`src/rtl/char_write_sched.sv`:
```
// Schedules host character writes into per-row buffers, issuing them only during vertical
// blanking; also performs a full-screen blank sweep on request.
module char_write_sched #(
  parameter int unsigned NUM_ROWS   = 8,
  parameter int unsigned FIFO_DEPTH = 4,
  parameter int unsigned BLANK_Y    = 480
) (
  input  logic                clk,
  input  logic                rst_n,
  input  logic                req_valid,
  output logic                req_ready,
  input  logic [2:0]          req_row,
  input  logic [3:0]          req_col,
  input  logic [5:0]          req_char,
  input  logic                clear_req,
  input  logic [8:0]          ycoor,
  output logic [NUM_ROWS-1:0] wr_en,
  output logic [3:0]          wr_col,
  output logic [5:0]          wr_char,
  output logic                busy,
  output logic                err_drop
);

  localparam int unsigned AW        = $clog2(FIFO_DEPTH);
  localparam int unsigned CLR_TOTAL = NUM_ROWS * 16;
  localparam int unsigned CW        = $clog2(CLR_TOTAL + 1);
  localparam logic [NUM_ROWS-1:0] ROW0 = NUM_ROWS'(1);

  typedef enum logic [1:0] {StIdle, StWaitBlank, StWrite, StClear} state_t;

  state_t        state;
  logic [12:0]   mem [FIFO_DEPTH];
  logic [AW-1:0] wr_ptr, rd_ptr;
  logic [AW:0]   count;
  logic [CW-1:0] clr_cnt;

  logic        blank, fifo_full, fifo_empty, push, pop;
  logic [12:0] head;
  logic [2:0]  head_row;

  assign blank      = 32'(ycoor) >= BLANK_Y;
  assign fifo_full  = count == (AW + 1)'(FIFO_DEPTH);
  assign fifo_empty = count == '0;
  assign req_ready  = !fifo_full && (state != StClear);
  // A clear in the same cycle discards the incoming request as well.
  assign push       = req_valid && req_ready && !clear_req;
  assign pop        = (state == StWrite) && blank && !fifo_empty && !clear_req;
  assign head       = mem[rd_ptr];
  assign head_row   = head[12:10];
  assign busy       = !fifo_empty || (state == StClear);

  always_ff @(posedge clk) begin
    if (push) mem[wr_ptr] <= {req_row, req_col, req_char};
  end

  always_ff @(posedge clk) begin
    if (!rst_n) begin
      state    <= StIdle;
      wr_ptr   <= '0;
      rd_ptr   <= '0;
      count    <= '0;
      clr_cnt  <= '0;
      wr_en    <= '0;
      wr_col   <= '0;
      wr_char  <= '0;
      err_drop <= 1'b0;
    end else begin
      wr_en    <= '0;
      err_drop <= 1'b0;
      if (clear_req) begin
        state   <= StClear;
        wr_ptr  <= '0;
        rd_ptr  <= '0;
        count   <= '0;
        clr_cnt <= '0;
      end else begin
        if (push) wr_ptr <= wr_ptr + 1'b1;
        if (pop)  rd_ptr <= rd_ptr + 1'b1;
        count <= count + {{AW{1'b0}}, push} - {{AW{1'b0}}, pop};
        case (state)
          StIdle, StWaitBlank: begin
            if (!fifo_empty) state <= blank ? StWrite : StWaitBlank;
          end
          StWrite: begin
            if (fifo_empty) begin
              state <= StIdle;
            end else if (!blank) begin
              state <= StWaitBlank;
            end else begin
              if (32'(head_row) < NUM_ROWS) wr_en <= ROW0 << head_row;
              else err_drop <= 1'b1;
              wr_col  <= head[9:6];
              wr_char <= head[5:0];
            end
          end
          StClear: begin
            // The extra terminal count keeps the last sweep strobe inside CLEAR.
            if (clr_cnt == CW'(CLR_TOTAL)) begin
              state <= StIdle;
            end else if (blank) begin
              wr_en   <= ROW0 << clr_cnt[CW-1:4];
              wr_col  <= clr_cnt[3:0];
              wr_char <= 6'h3f;
              clr_cnt <= clr_cnt + 1'b1;
            end
          end
          default: state <= StIdle;
        endcase
      end
    end
  end

endmodule

```
`config.mk`:
```
export PLATFORM = sky130hd
export DESIGN_NAME = char_write_sched
export DESIGN_NICKNAME = d
export VERILOG_FILES = /design/src/rtl/char_write_sched.sv
export SDC_FILE = /design/constraint.sdc
export NUM_CORES = 1
export LEC_CHECK = 0
export CAP_MARGIN = 20
export CORE_UTILIZATION = 59
export CTS_CLUSTER_SIZE = 16
export DETAILED_ROUTE_END_ITERATION = 10
export GPL_ROUTABILITY_DRIVEN = 0
export GPL_TIMING_DRIVEN = 1
export HOLD_SLACK_MARGIN = 0.05
export PLACE_DENSITY = 0.8
export SETUP_SLACK_MARGIN = 0.4
export SLEW_MARGIN = 40
export SYNTH_ARGS = -nofsm -noshare
export SYNTH_HDL_FRONTEND = slang
export SYNTH_SLANG_ARGS = --single-unit
```
`constraint.sdc`:
```
create_clock -name clk -period 8.6 [get_ports clk]
set_clock_uncertainty 0.2 [all_clocks]
set_input_delay 1.72 -clock clk [delete_from_list [all_inputs] [get_ports clk]]
set_output_delay 1.72 -clock clk [all_outputs]
set_load 0.02 [all_outputs]
```
==> results by group, run 1 <==
Run status
  – Result of the run: finished with violations
  – Violations in the final reports: design-rule violations

Setup path
  – Worst endpoint data arrival time: 4690 ps
  – Worst r2r dst: count[2]
  – Startpoint of the most critical register-to-register path: state[1]
  – Required time of the critical path: 8620 ps
  – Reg2Reg Setup Slack: 5500 ps
  – Crit path capture type: flip-flop
  – Critical Path Fanout Max: 14
  – Crit Path Class: in2reg
  – Length in cells of the worst reg-to-reg path: 11
  – Element type at the critical path start: input pin

CTS
  – Post-CTS setup buffer count: 0
  – Clock tree from TritonCTS: yes
  – Number of CTS-inserted buffers: 9
  – Post-cts repair resize count: 0
  – Cts-stage hold buffer count: 0
  – H-tree level count: 3
  – Source-to-sink clock delay at the later pin of the worst-skew pair: 350 ps
  – Maximum buffer depth of the clock tree: 2
  – TritonCTS sink count: 89
  – Root buffer cell: sky130_fd_sc_hd__clkbuf_8
  – Clock Pin Slew Worst Setup and Hold Paths: 90 ps

Route
  – Final wirelength: 6470 um
  – Remaining design rule violation count: 1
  – Number of vias per cell: 5.90
  – Iteration count of the initial detailed-routing pass: 9
  – Via Count: 2232
  – Average routed wire per standard cell: 17.1 um
  – Detail Route Antenna Nets: 0
  – Iteration-0 DRC Markers: 160

Timing
  – Final period demand of the worst path: 4670 ps
  – Least-Margin Pin Slew: 769 ps
  – Worst rel slew slack: 48.0%
  – Max Freq: 0.214 GHz
  – Total negative slack: 0 ps
  – Setup repair after global routing missed its margin: false
  – Final max-slew violation count: 0
  – Hold_ws: 324 ps
  – Final-report setup violation count: 0
  – Final Cycle Share: 54.3%
  – Number of failing hold endpoints at the final stage: 0

Power
  – Total power draw: 0.000774 W
  – Leakage Power: 1.46 nW
  – Cell Pwr Density: 182 mW/mm2
  – Maximum vdd ir drop: 131 uV

Cells and area
  – Final layout net count: 333
  – Ratio of cells with drive above 1 in the final layout: 12.9%
  – Ant diodes: 0
  – Layout area overhead: 17.4%
  – Number of filler cells placed in the layout: 402

Global routing
  – Maximum number of pins on one net before global-route repair: 19
  – Total congestion overflow after global routing: 0
  – Number of global-route vias before repair: 2102
  – Layer with the highest usage after global routing: met2
  – Antenna violations before repair: 0
  – Global Route met3 Usage: 5.80%
  – Met2 Use GR: 35.0%
  – First-pass GRT wire length: 10200 um
  – GRT Overall Usage: 22.1%
  – Grt met1 use: 29.3%

Logic synthesis
  – Post-synthesis cell area: 0.00363 mm2
  – Post-synth top flop: sky130_fd_sc_hd__edfxtp_1
  – Post-synth ARST share: 0%
  – Area fraction of the dominant cell type after synthesis: 43.0%
  – Number of different library cells in the post-synthesis netlist: 41
  – Sequential cell area fraction in the yosys report: 63.4%
  – Leading post-synthesis cells by cell area: sky130_fd_sc_hd__edfxtp_1, sky130_fd_sc_hd__dfxtp_1, sky130_fd_sc_hd__mux4_2, sky130_fd_sc_hd__ha_1, sky130_fd_sc_hd__nor2_1
  – Number of enable flip-flop cells after synthesis: 52
  – Syn Area/Cell: 14.0 um2
  – Biggest area consumer among synthesized cells: sky130_fd_sc_hd__edfxtp_1
  – Net count after synthesis: 294
  – Total of flip-flops plus latches after synthesis: 89
  – Yosys Warn Count: 0
  – Post-synthesis instance total: 259

Floorplan
  – IO Pins: 47
  – Effective utilization at floorplan: 61.3%
  – Chip height: 80.4 um
  – Die ar.: 0.00647 mm2
  – Floorplan Core Area: 0.00592 mm2
  – Width of the die: 80.4 um
  – Row count: 28

Min path
  – Worst hold path stage count: 2
  – Worst min-delay path endpoint: rd_ptr[1]
  – Class of the tightest hold or removal check: reg2reg
  – Worst Min Path Start: rd_ptr[1]

Placement
  – DP HPWL: 4480 um
  – Buffers on Ports: 40

Flow run
  – Max Cap Viol: 0
-- per-stage QoR --
step	setup WS (ps)	area [um2]	cells	util, %
after floorplan	4650	3630	259	-
after CTS	3940	4260	378	72.0
after global placement	3640	4070	362	68.7
final	3930	4260	378	72.0
after global routing	3750	4260	378	72.0
after detailed placement	3550	4070	362	68.7
-- cells in the final DEF, fill, tap and decap left out, types with 5 or more instances in the layout --
cell / n
sky130_fd_sc_hd__edfxtp_1: 52
sky130_fd_sc_hd__clkdlybuf4s50_1: 40
sky130_fd_sc_hd__dfxtp_1: 36
sky130_fd_sc_hd__nor2_1: 25
sky130_fd_sc_hd__inv_1: 13
sky130_fd_sc_hd__mux4_2: 13
sky130_fd_sc_hd__clkbuf_8: 9
sky130_fd_sc_hd__ha_1: 8
sky130_fd_sc_hd__and2_1: 7
sky130_fd_sc_hd__a21oi_1: 7
sky130_fd_sc_hd__nand2_1: 7
sky130_fd_sc_hd__nand4_1: 6
sky130_fd_sc_hd__mux2i_1: 6
sky130_fd_sc_hd__o221a_2: 6
sky130_fd_sc_hd__a22oi_1: 6
sky130_fd_sc_hd__nor2b_1: 5
sky130_fd_sc_hd__xnor2_1: 5
sky130_fd_sc_hd__o21ai_0: 5
-- state kept, by name, summed over array words and instances (netlist names), named ones only --
signal and count:
wr_char 6, mem 52, rd_ptr 2, state 2
clr_cnt 8, wr_col 4, wr_en 8, wr_ptr 2
count 3
-- per-layer routing --
layer	up-vias	wire length (um)
li1	1061	-
met1	1080	2780
met2	83	3230
met3	8	369
met4	0	95
met5	-	0
-- layout make-up --
type	instances	area, um2	area share, %
flip-flops and latches	89	2300	54.1
multi-input cells	145	1220	28.7
repair buffers	40	400	9.40
clock buffers	9	124	2.91
well taps	75	93.8	2.20
clock inverters	7	67.6	1.59
inverters	13	48.8	1.15
-- power breakdown --
part	leakage [nW]	switching [W]	total (W)	internal, W
registers	0.771	0.00000322	0.000459	0.000456
clock network	0.0962	0.000164	0.000277	0.000114
logic	0.596	0.0000198	0.0000377	0.0000179
total	1.46	0.000187	0.000774	0.000588
-- worst max-delay path: stages --
cell and delay (ps):
sky130_fd_sc_hd__clkdlybuf4s50_1 460, sky130_fd_sc_hd__nand4_1 400, sky130_fd_sc_hd__or4_1 740, sky130_fd_sc_hd__inv_1 170, sky130_fd_sc_hd__ha_1 240, sky130_fd_sc_hd__inv_1 60, sky130_fd_sc_hd__ha_1 130, sky130_fd_sc_hd__inv_1 50
sky130_fd_sc_hd__fa_1 370, sky130_fd_sc_hd__xor2_1 170, sky130_fd_sc_hd__xnor2_1 130, sky130_fd_sc_hd__nor2_1 50
-- worst max-delay path by stage --
stage,from,to,cells past startpoint
after floorplan,ycoor[8],count[2],12
after global placement,ycoor[8],count[2],12
after detailed placement,ycoor[8],count[2],12
after CTS,ycoor[8],count[2],12
after global routing,ycoor[7],count[2],12
final,ycoor[8],count[2],12
-- cells by family (layout without fill, tap and decap cells) --
logic type | after synthesis | count (layout) | synth area share, %
AO/OA/AOI/OAI | 36 | 36 | 7.79
XOR/XNOR | 8 | 8 | 1.93
adder cells (fa/ha/maj) | 9 | 9 | 3.31
buffers and inverters | 25 | 69 | 2.90
flip-flops | 89 | 89 | 63.4
multiplexers | 19 | 19 | 9.72
other | 1 | 1 | 0.103
AND/OR/NAND/NOR | 72 | 72 | 10.8
-- synth_stat cells, types with 3 or more instances --
master / n
sky130_fd_sc_hd__and2_1: 7
sky130_fd_sc_hd__nor2_1: 25
sky130_fd_sc_hd__inv_1: 13
sky130_fd_sc_hd__or4_1: 3
sky130_fd_sc_hd__a21oi_1: 7
sky130_fd_sc_hd__o221a_2: 6
sky130_fd_sc_hd__xor2_1: 3
sky130_fd_sc_hd__xnor2_1: 5
sky130_fd_sc_hd__or3_1: 4
sky130_fd_sc_hd__o211a_1: 4
sky130_fd_sc_hd__buf_2: 6
sky130_fd_sc_hd__mux2i_1: 6
sky130_fd_sc_hd__o21ai_0: 5
sky130_fd_sc_hd__a22oi_1: 6
sky130_fd_sc_hd__nor4_1: 3
sky130_fd_sc_hd__nand4_1: 6
sky130_fd_sc_hd__clkbuf_1: 5
sky130_fd_sc_hd__nor2b_1: 5
sky130_fd_sc_hd__dfxtp_1: 37
sky130_fd_sc_hd__nand2_1: 7
sky130_fd_sc_hd__mux4_2: 13
sky130_fd_sc_hd__ha_1: 8
sky130_fd_sc_hd__edfxtp_1: 52
sky130_fd_sc_hd__nor3_1: 3
(Power assumes the default switching activity.)
==> run 2: changes to the inputs <==
- CORE_UTILIZATION: 59 -> 54
- PLACE_DENSITY: 0.8 -> 0.74
- clock period: 8.6 -> 4.85 ns (I/O delays scaled with it)
==> run 2 against run 1 <==
Effect of this change:
- the run still ends with design-rule violations left
- hold slack got worse by 26 ps
- die area increased by 9.0%
- global-route usage decreased by 2.4 points
- critical path depth increased by 1
- critical path type unchanged
- largest cell class unchanged
- largest power group unchanged
==> results by group, run 2 (synthesized netlist as in run 1, its figures left out) <==
CTS
  – Number of CTS-inserted buffers: 9 (unchanged)
  – Root buffer cell: sky130_fd_sc_hd__clkbuf_8
  – Source-to-sink clock delay at the later pin of the worst-skew pair: 360 ps (about the same)
  – Post-CTS setup buffer count: 0 (unchanged)
  – Clock tree from TritonCTS: yes
  – Maximum buffer depth of the clock tree: 2 (unchanged)
  – H-tree level count: 3 (unchanged)
  – Cts-stage hold buffer count: 0 (unchanged)
  – Post-cts repair resize count: 0 (unchanged)
  – TritonCTS sink count: 89 (unchanged)
  – Clock Pin Slew Worst Setup and Hold Paths: 90 ps (about the same)

Setup path
  – Crit Path Class: in2reg
  – Highest cell delay on the worst timing path: 610 ps (-130 ps)
  – Crit path capture type: flip-flop
  – Worst endpoint data arrival time: 3680 ps (-1010 ps)
  – Element type at the critical path start: input pin
  – Reg2Reg Setup Slack: 1730 ps (-3770 ps)
  – Critical Path Fanout Max: 14 (unchanged)
  – Cell Chain, Critical Path: clkdlybuf4s50_1 > nand4_1 > buf_4 > or4_1 > inv_1 > ha_1 > inv_1 > ha_1 > inv_1 > fa_1 > xor2_1 > xnor2_1 > nor2_1
  – Required time of the critical path: 4870 ps (-3750 ps)
  – Slowest cell on the critical path: sky130_fd_sc_hd__or4_1
  – Cell repeated most along the worst path: sky130_fd_sc_hd__inv_1

Cells and area
  – Ratio of cells with drive above 1 in the final layout: 13.2% (+0.29 points)
  – Leading cell types in the layout, fill and taps excluded: sky130_fd_sc_hd__edfxtp_1, sky130_fd_sc_hd__clkdlybuf4s50_1, sky130_fd_sc_hd__dfxtp_1
  – Layout area overhead: 18.3%
  – Register name with the most flops: mem
  – Flip-flop count of the largest register, all copies and words added: 52 (unchanged)
  – Ant diodes: 0 (unchanged)
  – Most frequent standard cell in the layout excluding fill and tap cells: sky130_fd_sc_hd__edfxtp_1
  – Final layout net count: 334 (+0.30%)
  – Leading registers by flop count: mem (52), clr_cnt (8), wr_en (8)

Power
  – Leakage Power: 1.48 nW (+1.0%)
  – Cell Pwr Density: 330 mW/mm2 (+82%)
  – Total power draw: 0.00142 W (+83%)
  – Maximum vdd ir drop: 293 uV (+120%)

Timing
  – Number of failing hold endpoints at the final stage: 0 (unchanged)
  – Final period demand of the worst path: 3660 ps
  – Worst rel slew slack: 44.7% (-3.4 points)
  – Final-report setup violation count: 0 (unchanged)
  – Max Freq: 0.273 GHz
  – Setup repair after global routing missed its margin: false
  – Final Cycle Share: 75.5%
  – Least-Margin Pin Slew: 819 ps (+49.7 ps)
  – Final max-slew violation count: 0 (unchanged)
  – Total negative slack: 0 ps (unchanged)

Global routing
  – Maximum number of pins on one net before global-route repair: 19 (unchanged)
  – GRT Overall Usage: 19.7% (-2.4 points)
  – First-pass GRT wire length: 10300 um (+0.81%)
  – Total congestion overflow after global routing: 0 (unchanged)
  – Number of global-route vias before repair: 2099 (-0.14%)
  – Antenna violations before repair: 0 (unchanged)

Floorplan
  – Effective utilization at floorplan: 56.5% (-4.8 points)
  – Die ar.: 0.00705 mm2 (+9.0%)
  – Row count: 29 (+3.6%)
  – Floorplan Core Area: 0.00642 mm2 (+8.5%)
  – Chip height: 84.0 um (+4.4%)
  – Width of the die: 84.0 um (+4.4%)
  – IO Pins: 47 (unchanged)

Route
  – Average routed wire per standard cell: 16.6 um (-3.3%)
  – Final wirelength: 6310 um (-2.5%)
  – Remaining design rule violation count: 10 (+9)
  – Detail Route Antenna Nets: 0 (unchanged)
  – Number of vias per cell: 5.69 (-3.6%)
  – Via Count: 2169 (-2.8%)
  – Iteration count of the initial detailed-routing pass: 7 (-2)
  – Iteration-0 DRC Markers: 73 (-54%)

Run status
  – Result of the run: finished with violations
  – Violations in the final reports: design-rule violations

Placement
  – Buffers on Ports: 40 (unchanged)
  – DP HPWL: 4360 um (-2.5%)

Flow run
  – Max Cap Viol: 0 (unchanged)

Min path
  – Class of the tightest hold or removal check: reg2reg
run 2: changes by cell type in the layout (fill, tap and decap cells not counted), sizes merged:
cell,before,now
inv,18,17
buf,0,1
bufinv,0,1
run 2: per-layer routing:
metal  track usage, %  wire length [um]  share of wire [%]  vias to the layer above
met5                0                 0                  0                        -
met4             7.05                76                1.2                        0
met3             4.85               288                4.6                        6
met2             33.6              3240                 51                       54
met1             24.4              2700                 43                     1051
li1                 -                 -                  -                     1058
run 2: path summary, 6_finish.rpt:
check	start	end	cells past startpoint
setup / recovery	ycoor[8]	count[2]	13
hold / removal	rd_ptr[1]	flip-flop	2
setup reg to reg	state[1]	count[2]	11
hold reg to reg	rd_ptr[1]	flip-flop	2
run 2: worst max-delay path: cells and delay by family:
family	cells	cell delay (ps)
xor+xnor	2	290
fa+ha+maj	3	750
buf+inv	5	910
simple gates	3	750
run 2: layout make-up:
class                      count  area [um2]
tap                           77        96.3
multi-input combinational    145        1220
inverter                      13        48.8
clock inverter                 7        91.3
clock buffer                   9         124
sequential                    89        2300
fill                         466        2130
timing repair buffer          41         408
run 2: through the flow:
stage                     cell area [um2]  setup slack, ps  hold WS (ps)  instances  util (%)
after detailed placement             4080              818           293        365      63.5
after global routing                 4290             1070           338        381      66.9
final                                4290             1190           299        381      66.9
after CTS                            4290             1200           306        381      66.9
after global placement               4080              849           267        365      63.5
after floorplan                      3630             1650           259        259         -
run 2: report_power, final:
part,switching [W],internal (W),leakage [nW]
clock network,0.000284,0.000253,0.107
logic,0.0000345,0.0000320,0.600
registers,0.00000553,0.000808,0.771
total,0.000324,0.00109,1.48
==> run 3: changes to the inputs <==
- clock period: 4.85 -> 3.8 ns (I/O delays scaled with it)
==> run 3 against run 2 <==
Effect of this change:
- the flow still finishes with violations (design-rule violations)
- global-route usage up 0.31 points
- non-clock buffer count up 3
- via count decreased by 0.88%
- count of clock-buffer cells in the layout is the same
- combinational power increased by 30%
- cell area up 0.58%
- die area did not move
- wire length fell by 0.76%
- setup slack got worse by 460 ps
- critical path type unchanged
- largest cell class unchanged
- largest power group unchanged
- highest routed layer unchanged
==> results by group, run 3 (synthesized netlist as in run 1, its figures left out) <==
Flow run
  – Max Cap Viol: 0 (unchanged)

Placement
  – Placed cell count: 368 (+0.82%)
  – Buffers on Ports: 40 (unchanged)
  – DP HPWL: 4180 um (-4.1%)

Setup path
  – Required time of the critical path: 3830 ps (-1040 ps)
  – Crit path capture type: flip-flop
  – Crit Path Class: in2reg
  – Critical Path Fanout Max: 2 (-12)
  – Worst endpoint data arrival time: 3100 ps (-580 ps)
  – Element type at the critical path start: input pin

Route
  – Via Count: 2150 (-0.88%)
  – Remaining design rule violation count: 10 (unchanged)
  – Average routed wire per standard cell: 16.3 um (-1.5%)
  – Iteration count of the initial detailed-routing pass: 8 (+1)
  – Iteration-0 DRC Markers: 129 (+77%)
  – Detail Route Antenna Nets: 0 (unchanged)
  – Number of vias per cell: 5.60 (-1.7%)
  – Final wirelength: 6260 um (-0.76%)

CTS
  – Maximum buffer depth of the clock tree: 2 (unchanged)
  – Root buffer cell: sky130_fd_sc_hd__clkbuf_8
  – Cts-stage hold buffer count: 0 (unchanged)
  – Clock Pin Slew Worst Setup and Hold Paths: 90 ps (about the same)
  – Post-CTS setup buffer count: 0 (unchanged)
  – TritonCTS sink count: 89 (unchanged)
  – H-tree level count: 3 (unchanged)
  – Post-cts repair resize count: 0 (unchanged)
  – Number of CTS-inserted buffers: 9 (unchanged)
  – Source-to-sink clock delay at the later pin of the worst-skew pair: 360 ps (about the same)
  – Clock tree from TritonCTS: yes

Timing
  – Setup repair after global routing missed its margin: false
  – Final-report setup violation count: 0 (unchanged)
  – Final Cycle Share: 80.7%
  – Max Freq: 0.326 GHz
  – Worst rel slew slack: 49.4% (+4.7 points)
  – Final max-slew violation count: 0 (unchanged)
  – Number of failing hold endpoints at the final stage: 0 (unchanged)
  – Final period demand of the worst path: 3070 ps
  – Least-Margin Pin Slew: 749 ps (-70.0 ps)
  – Total negative slack: 0 ps (unchanged)

Global routing
  – GRT Overall Usage: 20.0% (+0.31 points)
  – First-pass GRT wire length: 10500 um (+1.6%)
  – Number of global-route vias before repair: 2172 (+3.5%)
  – Total congestion overflow after global routing: 0 (unchanged)
  – Antenna violations before repair: 0 (unchanged)
  – Maximum number of pins on one net before global-route repair: 19 (unchanged)

Floorplan
  – Die ar.: 0.00705 mm2 (unchanged)
  – IO Pins: 47 (unchanged)
  – Effective utilization at floorplan: 56.5% (unchanged)
  – Row count: 29 (unchanged)
  – Floorplan Core Area: 0.00642 mm2 (unchanged)
  – Chip height: 84.0 um (unchanged)
  – Width of the die: 84.0 um (unchanged)

Cells and area
  – Leading cell types in the layout, fill and taps excluded: sky130_fd_sc_hd__edfxtp_1, sky130_fd_sc_hd__clkdlybuf4s50_1, sky130_fd_sc_hd__dfxtp_1
  – Multi-input combinational cell area: 0.00122 mm2 (unchanged)
  – Number of filler cells placed in the layout: 459 (-1.5%)
  – Area used by sequential logic in the layout: 0.00230 mm2 (about the same)
  – Flip-flop count of the largest register, all copies and words added: 52 (unchanged)
  – Final Non-Filler Cells: 384 (+0.79%)
  – Final layout net count: 337 (+0.90%)
  – Layout area overhead: 19.0%
  – Ant diodes: 0 (unchanged)
  – Most frequent standard cell in the layout excluding fill and tap cells: sky130_fd_sc_hd__edfxtp_1
  – Ratio of cells with drive above 1 in the final layout: 13.7% (+0.52 points)
  – Leading registers by flop count: mem (52), clr_cnt (8), wr_en (8)
  – Register name with the most flops: mem

Run status
  – Result of the run: finished with violations
  – Violations in the final reports: design-rule violations

Min path
  – Class of the tightest hold or removal check: reg2reg

Power
  – Maximum vdd ir drop: 389 uV (+33%)
  – Cell Pwr Density: 420 mW/mm2 (+27%)
  – Leakage Power: 1.50 nW (+1.2%)
run 3: worst paths after layout:
check              endpoint  depth (start not counted)  slack, ps  startpoint
setup / recovery   count[2]                         12        730    ycoor[8]
hold / removal    rd_ptr[1]                          2        310   rd_ptr[1]
setup reg to reg   count[2]                         11        930    state[1]
hold reg to reg   rd_ptr[1]                          2        310   rd_ptr[1]
run 3: area by class of cell:
| type | instances | area share [%] |
|---|---|---|
| clock buffers | 9 | 2.87 |
| clock inverters | 7 | 2.20 |
| inverters | 13 | 1.13 |
| multi-input cells | 145 | 28.3 |
| flip-flops and latches | 89 | 53.3 |
| well taps | 77 | 2.23 |
| repair buffers | 44 | 9.97 |
run 3: metal layers:
| layer | track usage (%) | part of all wire, % | up-vias |
|---|---|---|---|
| met4 | 9.25 | 2.6 | 0 |
| met5 | 0 | 0 | - |
| li1 | - | - | 1066 |
| met3 | 6.53 | 5.2 | 13 |
| met2 | 30.3 | 46 | 51 |
| met1 | 26.3 | 46 | 1020 |
run 3: report_power, final:
| group | switching (W) | total [W] | leakage (nW) | internal [W] |
|---|---|---|---|---|
| logic | 0.0000449 | 0.0000864 | 0.615 | 0.0000415 |
| registers | 0.00000704 | 0.00104 | 0.771 | 0.00103 |
| clock network | 0.000367 | 0.000690 | 0.111 | 0.000323 |
run 3: critical path: stages:
cell and delay, ps:
sky130_fd_sc_hd__clkdlybuf4s50_1 450, sky130_fd_sc_hd__nand4_1 140, sky130_fd_sc_hd__or4_1 450, sky130_fd_sc_hd__inv_1 120, sky130_fd_sc_hd__ha_1 240, sky130_fd_sc_hd__inv_1 60
sky130_fd_sc_hd__ha_1 130, sky130_fd_sc_hd__inv_1 50, sky130_fd_sc_hd__fa_1 370, sky130_fd_sc_hd__xor2_1 170, sky130_fd_sc_hd__xnor2_1 130, sky130_fd_sc_hd__nor2_1 50
run 3: stage by stage:
| step | hold slack [ps] | instance area, um2 | setup WS (ps) | util [%] | total power, W |
|---|---|---|---|---|---|
| finish | 306 | 4320 | 732 | 67.3 | 0.00182 |
| global placement | 277 | 4100 | 390 | 63.8 | 0.00115 |
| floorplan | 259 | 3630 | 808 | - | 0.00110 |
| detailed placement | 291 | 4100 | 349 | 63.8 | 0.00115 |
| CTS | 311 | 4320 | 734 | 67.3 | 0.00183 |
| global route | 325 | 4320 | 504 | 67.3 | 0.00188 |
